<file path="config.mk">
export PLATFORM = sky130hd
export DESIGN_NAME = debounce_multi
export DESIGN_NICKNAME = d
export VERILOG_FILES = /design/src/rtl/debounce_pkg.sv /design/src/rtl/debounce_chan.sv /design/src/rtl/debounce_multi.sv
export SDC_FILE = /design/constraint.sdc
export NUM_CORES = 1
export LEC_CHECK = 0
export ABC_AREA = 1
export BUFFER_PORTS_ARGS = -buffer_cell sky130_fd_sc_hd__buf_4
export CAP_MARGIN = 30
export CORE_UTILIZATION = 25
export DETAILED_ROUTE_END_ITERATION = 8
export PLACE_DENSITY = 0.41
export SYNTH_ARGS = -nofsm -noshare
export SYNTH_HDL_FRONTEND = slang
export SYNTH_HIERARCHICAL = 1
export SYNTH_SLANG_ARGS = --single-unit
export TNS_END_PERCENT = 50
</file>
<file path="constraint.sdc">
create_clock -name clk -period 1.67 [get_ports clk]
set_input_delay 0.2505 -clock clk [delete_from_list [all_inputs] [get_ports clk]]
set_output_delay 0.2505 -clock clk [all_outputs]
set_load 0.05 [all_outputs]
</file>
<file path="src/rtl/debounce_pkg.sv">
// Shared types and constants for the multi-channel debouncer.
package debounce_pkg;

    // Per-channel FSM state encoding; bit 1 doubles as the debounced level.
    typedef enum logic [1:0] {
        ST_ZERO  = 2'b00,
        ST_WAIT1 = 2'b01,
        ST_ONE   = 2'b10,
        ST_WAIT0 = 2'b11
    } state_e;

    // Deepest synchronizer supported; larger requests are clamped to this.
    localparam int SYNC_MAX = 3;

    // Default hold counter width.
    localparam int CW_DEFAULT = 16;

    // Clamp a requested synchronizer depth into the supported 0..SYNC_MAX range.
    function automatic int sync_depth(input int req);
        int depth;
        if (req < 0) begin
            depth = 0;
        end else if (req > SYNC_MAX) begin
            depth = SYNC_MAX;
        end else begin
            depth = req;
        end
        return depth;
    endfunction

endpackage

</file>
<file path="src/rtl/debounce_chan.sv">
// One debouncer channel: optional input synchronizer, 4-state hold FSM,
// down-counter and registered level / event outputs.
module debounce_chan
    import debounce_pkg::*;
#(
    parameter int CW   = CW_DEFAULT,
    parameter int SYNC = 2
) (
    input  logic          clk,
    input  logic          rstn,
    input  logic          in,
    input  logic          en,
    input  logic [CW-1:0] rise_len,
    input  logic [CW-1:0] fall_len,
    output logic          db_level,
    output logic          rise_tick,
    output logic          fall_tick,
    output logic          glitch
);

    localparam int            SYNC_EFF = sync_depth(SYNC);
    localparam logic [CW-1:0] CNT_ZERO = {CW{1'b0}};
    localparam logic [CW-1:0] CNT_ONE  = CW'(1'b1);

    logic          s_in_s;
    state_e        state_r;
    state_e        state_nxt_s;
    logic [CW-1:0] cnt_r;
    logic [CW-1:0] cnt_nxt_s;
    logic          db_level_r;
    logic          rise_tick_r;
    logic          fall_tick_r;
    logic          glitch_r;
    logic          rise_nxt_s;
    logic          fall_nxt_s;
    logic          glitch_nxt_s;

    generate
        if (SYNC_EFF == 0) begin : g_no_sync
            assign s_in_s = in;
        end else begin : g_sync
            logic [SYNC_EFF-1:0] sync_r;

            // Synchronizer chain; runs regardless of en so s_in stays current.
            always_ff @(posedge clk or negedge rstn) begin
                if (!rstn) begin
                    sync_r <= {SYNC_EFF{1'b0}};
                end else begin
                    sync_r[0] <= in;
                    for (int i = 1; i < SYNC_EFF; i++) begin
                        sync_r[i] <= sync_r[i-1];
                    end
                end
            end

            assign s_in_s = sync_r[SYNC_EFF-1];
        end
    endgenerate

    // Next-state, counter and event decode; hold lengths are captured only on wait entry.
    always_comb begin
        state_nxt_s  = state_r;
        cnt_nxt_s    = cnt_r;
        rise_nxt_s   = 1'b0;
        fall_nxt_s   = 1'b0;
        glitch_nxt_s = 1'b0;
        if (en) begin
            case (state_r)
                ST_ZERO: begin
                    if (s_in_s) begin
                        if (rise_len == CNT_ZERO) begin
                            state_nxt_s = ST_ONE;
                            rise_nxt_s  = 1'b1;
                        end else begin
                            state_nxt_s = ST_WAIT1;
                            cnt_nxt_s   = rise_len;
                        end
                    end else begin
                        state_nxt_s = ST_ZERO;
                    end
                end
                ST_WAIT1: begin
                    if (s_in_s) begin
                        if (cnt_r <= CNT_ONE) begin
                            state_nxt_s = ST_ONE;
                            cnt_nxt_s   = CNT_ZERO;
                            rise_nxt_s  = 1'b1;
                        end else begin
                            cnt_nxt_s = cnt_r - CNT_ONE;
                        end
                    end else begin
                        state_nxt_s  = ST_ZERO;
                        cnt_nxt_s    = CNT_ZERO;
                        glitch_nxt_s = 1'b1;
                    end
                end
                ST_ONE: begin
                    if (!s_in_s) begin
                        if (fall_len == CNT_ZERO) begin
                            state_nxt_s = ST_ZERO;
                            fall_nxt_s  = 1'b1;
                        end else begin
                            state_nxt_s = ST_WAIT0;
                            cnt_nxt_s   = fall_len;
                        end
                    end else begin
                        state_nxt_s = ST_ONE;
                    end
                end
                ST_WAIT0: begin
                    if (!s_in_s) begin
                        if (cnt_r <= CNT_ONE) begin
                            state_nxt_s = ST_ZERO;
                            cnt_nxt_s   = CNT_ZERO;
                            fall_nxt_s  = 1'b1;
                        end else begin
                            cnt_nxt_s = cnt_r - CNT_ONE;
                        end
                    end else begin
                        state_nxt_s  = ST_ONE;
                        cnt_nxt_s    = CNT_ZERO;
                        glitch_nxt_s = 1'b1;
                    end
                end
                default: begin
                    state_nxt_s = ST_ZERO;
                    cnt_nxt_s   = CNT_ZERO;
                end
            endcase
        end else begin
            state_nxt_s = state_r;
            cnt_nxt_s   = cnt_r;
        end
    end

    // State, counter and registered outputs; level is decoded from the next state
    // so it lines up with the state register and the event pulses.
    always_ff @(posedge clk or negedge rstn) begin
        if (!rstn) begin
            state_r     <= ST_ZERO;
            cnt_r       <= CNT_ZERO;
            db_level_r  <= 1'b0;
            rise_tick_r <= 1'b0;
            fall_tick_r <= 1'b0;
            glitch_r    <= 1'b0;
        end else begin
            state_r     <= state_nxt_s;
            cnt_r       <= cnt_nxt_s;
            db_level_r  <= (state_nxt_s == ST_ONE) || (state_nxt_s == ST_WAIT0);
            rise_tick_r <= rise_nxt_s;
            fall_tick_r <= fall_nxt_s;
            glitch_r    <= glitch_nxt_s;
        end
    end

    assign db_level  = db_level_r;
    assign rise_tick = rise_tick_r;
    assign fall_tick = fall_tick_r;
    assign glitch    = glitch_r;

endmodule

</file>
<file path="src/rtl/debounce_multi.sv">
// Multi-channel debouncer: CH independent debounce_chan instances sharing
// enable and rise/fall hold lengths.
module debounce_multi
    import debounce_pkg::*;
#(
    parameter int CH   = 8,
    parameter int CW   = CW_DEFAULT,
    parameter int SYNC = 2
) (
    input  logic          clk,
    input  logic          rstn,
    input  logic [CH-1:0] in,
    input  logic          en,
    input  logic [CW-1:0] rise_len,
    input  logic [CW-1:0] fall_len,
    output logic [CH-1:0] db_level,
    output logic [CH-1:0] rise_tick,
    output logic [CH-1:0] fall_tick,
    output logic [CH-1:0] glitch
);

    generate
        for (genvar g = 0; g < CH; g++) begin : g_chan
            debounce_chan #(
                .CW   (CW),
                .SYNC (SYNC)
            ) u_chan (
                .clk       (clk),
                .rstn      (rstn),
                .in        (in[g]),
                .en        (en),
                .rise_len  (rise_len),
                .fall_len  (fall_len),
                .db_level  (db_level[g]),
                .rise_tick (rise_tick[g]),
                .fall_tick (fall_tick[g]),
                .glitch    (glitch[g])
            );
        end
    endgenerate

endmodule

</file>
==> summary.md <==
| Metric | Value |
|---|---|
| Finish-stage setup viols | 0 |
| Largest net degree at the start of global routing | 43 |
| Number of buffers created by CTS | 17 |
| Hold WC Path Type | primary input to flip-flop |
| Die Width | 251 microns |
| Place WS | -0.386 ns |
| Slowest stage cell on the critical path | dfrtp_1 |
| Cell area after synthesis | about 15,000 sq um |
| Synth top area share | 31.0% |
| Most frequent cell after synthesis | nand2_1 |
| Htree depth | 4 |
| Syn_nets | 2,598 |
| Final RePlAce weighted congestion | 0.857 |
| Number of global-route vias before repair | 16,700 |
| Die Height | 251 microns |
| Bufs and invs on worst path | 2 |
| Starting density of the core | 25.5% |
| Clk pin slew, worst setup/hold paths | 0.07 ns |
| Min setup slack post-route | about 0.035 ns |
| Leakage power | 10.6 nW |
| Post-route ant nets | 0 |
| # clock sinks | 192 |
| Netlist cell types | 42 |
| Yosys warnings | 6 |
| Maximum vdd drop | 0.937 mV |
| Top Usage Layer GRT | met2 |
| Status | completed |
| Die ar. | 62,900 sq um |
| Ratio of cells with drive above 1 in the final layout | 27.1% |
| Leading area contributor after synthesis | dfrtp_1 |
| Total number of vias | 17,700 |
| Critical-path cell list | inv_2 > ha_4 > nand2_2 > buf_4 > o21bai_1 > nand2_1 > o21ai_2 > nand3_1 > nand2_1 |
| Slew HR | 64.9% |
| Final critical-path share of the clock period | between 90% and 100% |
| Critical path data arrival time | between 2 and 2.5 ns |
| Max Buffers Root-to-Sink | 2 |
| Slew Limit Fails | 0 |
| Crit-path max cell delay | 0.43 ns |
| Post-detail-place hpwl | 48.7 mm |
| DR iter-0 viols | between 1,000 and 1,500 |
| CP Capture Type | flip-flop |
| Initial antenna violation count | 3 |
| FMAX | 0.612 GHz |
| Post-synth top cells | 883 x nand2_1, 556 x nor2_1, 192 x dfrtp_1 |
| Final WL | between 60 and 70 mm |
| CP dominant cell by count | nand2_1 |
| Clk_lat worst skew | 0.51 ns |
| CTS tree | yes |
| Worst slew pin tran | roughly 0.53 ns |
| CTS Root Cell | clkbuf_16 |
| Number of synthesized flops with an enable pin | 0 |
| Post-synth top flop | dfrtp_1 |
| Startpoint types | flip-flop |
| Routed len/inst | approximately 18 microns |
| Area growth syn-to-layout | 38.1% |
| Residual DRC | 0 |
| Cell row count | 90 |
| Period minus WS final | 1.63 ns |
| Sequential fraction of the synthesis area | 31.0% |
| Layout Utilization | 35.2% |
| IO Pins | 75 |
| Avg Cell Area, Syn | 6.10 sq um |
| CP top delay family | flip-flops |
| Critical path required time | 2.12 ns |
| Via-to-Cell Ratio | 4.70 |
| IO Port Bufs | 74 |
| Kind of critical path | flip-flop to flip-flop |
| CORE AREA | 60,800 sq um |
| Top cells by area, synth | dfrtp_1 31%, nand2_1 21%, nor2_1 13% |
| FFs w/ async S/R, synth | 100% |
| Cells after synthesis | between 2,000 and 3,000 |
| Seq cells post-synth | 192 |
| Met3 Use GR | 3.76% |
| Fin. Hold Viols | 0 |
| GR Util met2 | between 30 and 40% |
| Worst Skew | between 0.02 and 0.025 ns |
| Crit-path max FO | 4 |
| M1 GR Usage | 30.6% |
| Total global-route track usage | 21.3% |
| P per Cell Area | between 1500 and 2000 nW/um^2 |
| First-pass GRT wire length | 102 mm |
| Total grt overflow | 0 |
| Final #Nets | 3,038 |
| Max-cap viol count | 0 |
| RSZ-0062 raised after global routing | yes |
| TritonRoute pass-1 iters | 5 |
-- state kept, by name, indices dropped and copies added (netlist names) --
name and flops:
g_chan.u_chan/rise_tick 8, g_chan.u_chan/state_r 16, g_chan.u_chan/glitch 8, g_chan.u_chan/g_sync.sync_r 16
g_chan.u_chan/db_level 8, g_chan.u_chan/cnt_r 128, g_chan.u_chan/fall_tick 8
-- cell families after synthesis --
logic type                 share of synthesized area (%)
and+or+nand+nor                                     46.7
AOI/OAI and AO/OA                                   11.2
buffers and inverters                               7.54
DFF                                                 31.0
xor gates and xnor gates                            2.15
adders and majority gates                           1.29
-- repair_timing --
| action | CTS | global route |
|---|---|---|
| pin swaps | 8 | 63 |
| endpoints found under the setup margin | 73 | 158 |
| endpoints found under the hold margin | 43 | 0 |
| setup buffers | 2 | 17 |
| resized for setup | 28 | 209 |
| hold buffers | 9 | 0 |
| cloned | 0 | 4 |
-- cells in the final DEF (no fill, tap or decap), drive strengths merged --
cell         instances
clkinv              10
inv                198
o21bai              20
xor2                16
dfrtp              192
buf                466
nor3                 6
xnor2               22
ha                  16
nor2               599
a21oi               32
o211ai               5
nand3b               7
clkinvlp             2
a31oi                3
and3                 5
nand3              155
dlygate4sd3          9
o2111ai              3
a211oi               5
nand2              910
nand4                7
diode                1
or2                 39
o21ai              241
clkbuf              23
-- through the flow --
| stage | instance area, sq um | hold slack [ns] | power [mW] | setup TNS (ns) | std cells |
|---|---|---|---|---|---|
| 6_report | 21400 | 0.165 | 36.3 | 0 | 3774 |
| 5_1_grt | 21400 | 0.147 | 39.5 | -0.755 | 3773 |
| 4_1_cts | 20500 | 0.121 | 34.3 | -0.0594 | 3753 |
| 3_5_place_dp | 19800 | 0.231 | 29.6 | -13.71 | 3711 |
| 3_3_place_gp | 19800 | 0.227 | 29.6 | -13.21 | 3711 |
| 2_1_floorplan | 15500 | -0.0451 | 21.4 | 0 | 2539 |
-- final timing paths --
path	from	cells after the start	endpoint	slack, ns
min reg2reg	g_chan[0].u_chan/g_sync.sync_r[0]	0	g_chan[0].u_chan/g_sync.sync_r[1]	0.35
max	g_chan[2].u_chan/cnt_r[0]	9	g_chan[2].u_chan/cnt_r[8]	0.04
min in group asynchronous	rstn	2	g_chan[6].u_chan/cnt_r[10]	0.28
max reg2reg	g_chan[2].u_chan/cnt_r[0]	9	g_chan[2].u_chan/cnt_r[8]	0.04
min	en	4	g_chan[5].u_chan/rise_tick	0.16
max in group asynchronous	rstn	3	g_chan[5].u_chan/cnt_r[0]	0.76
-- area by class of cell --
cell class	instances	area, sq um
tap	782	978
timing repair buffer	478	4090
clock buffer	20	457
sequential	192	4810
clock inverter	11	82.6
antenna	1	2.50
multi-input combinational	2091	10200
fill	6588	39400
inverter	199	751
-- worst reg2reg max path: stages (launching register included) --
cell	delay (ns)
dfrtp_1	0.43
inv_2	0.10
ha_4	0.16
nand2_2	0.15
buf_4	0.18
o21bai_1	0.14
nand2_1	0.11
o21ai_2	0.14
nand3_1	0.07
nand2_1	0.08
-- per-layer routing --
metal	vias to the layer above	wire length [microns]
li1	8855	-
met1	8355	32900
met2	448	29800
met3	69	3410
met4	6	1050
met5	-	39
-- report_power, final --
group | total, mW | switching (mW) | internal, mW
registers | 8.44 | 1.97 | 6.47
logic | 23.6 | 14.0 | 9.57
clock network | 4.21 | 2.22 | 1.98
No activity file was read; power rests on OpenSTA's default activity.
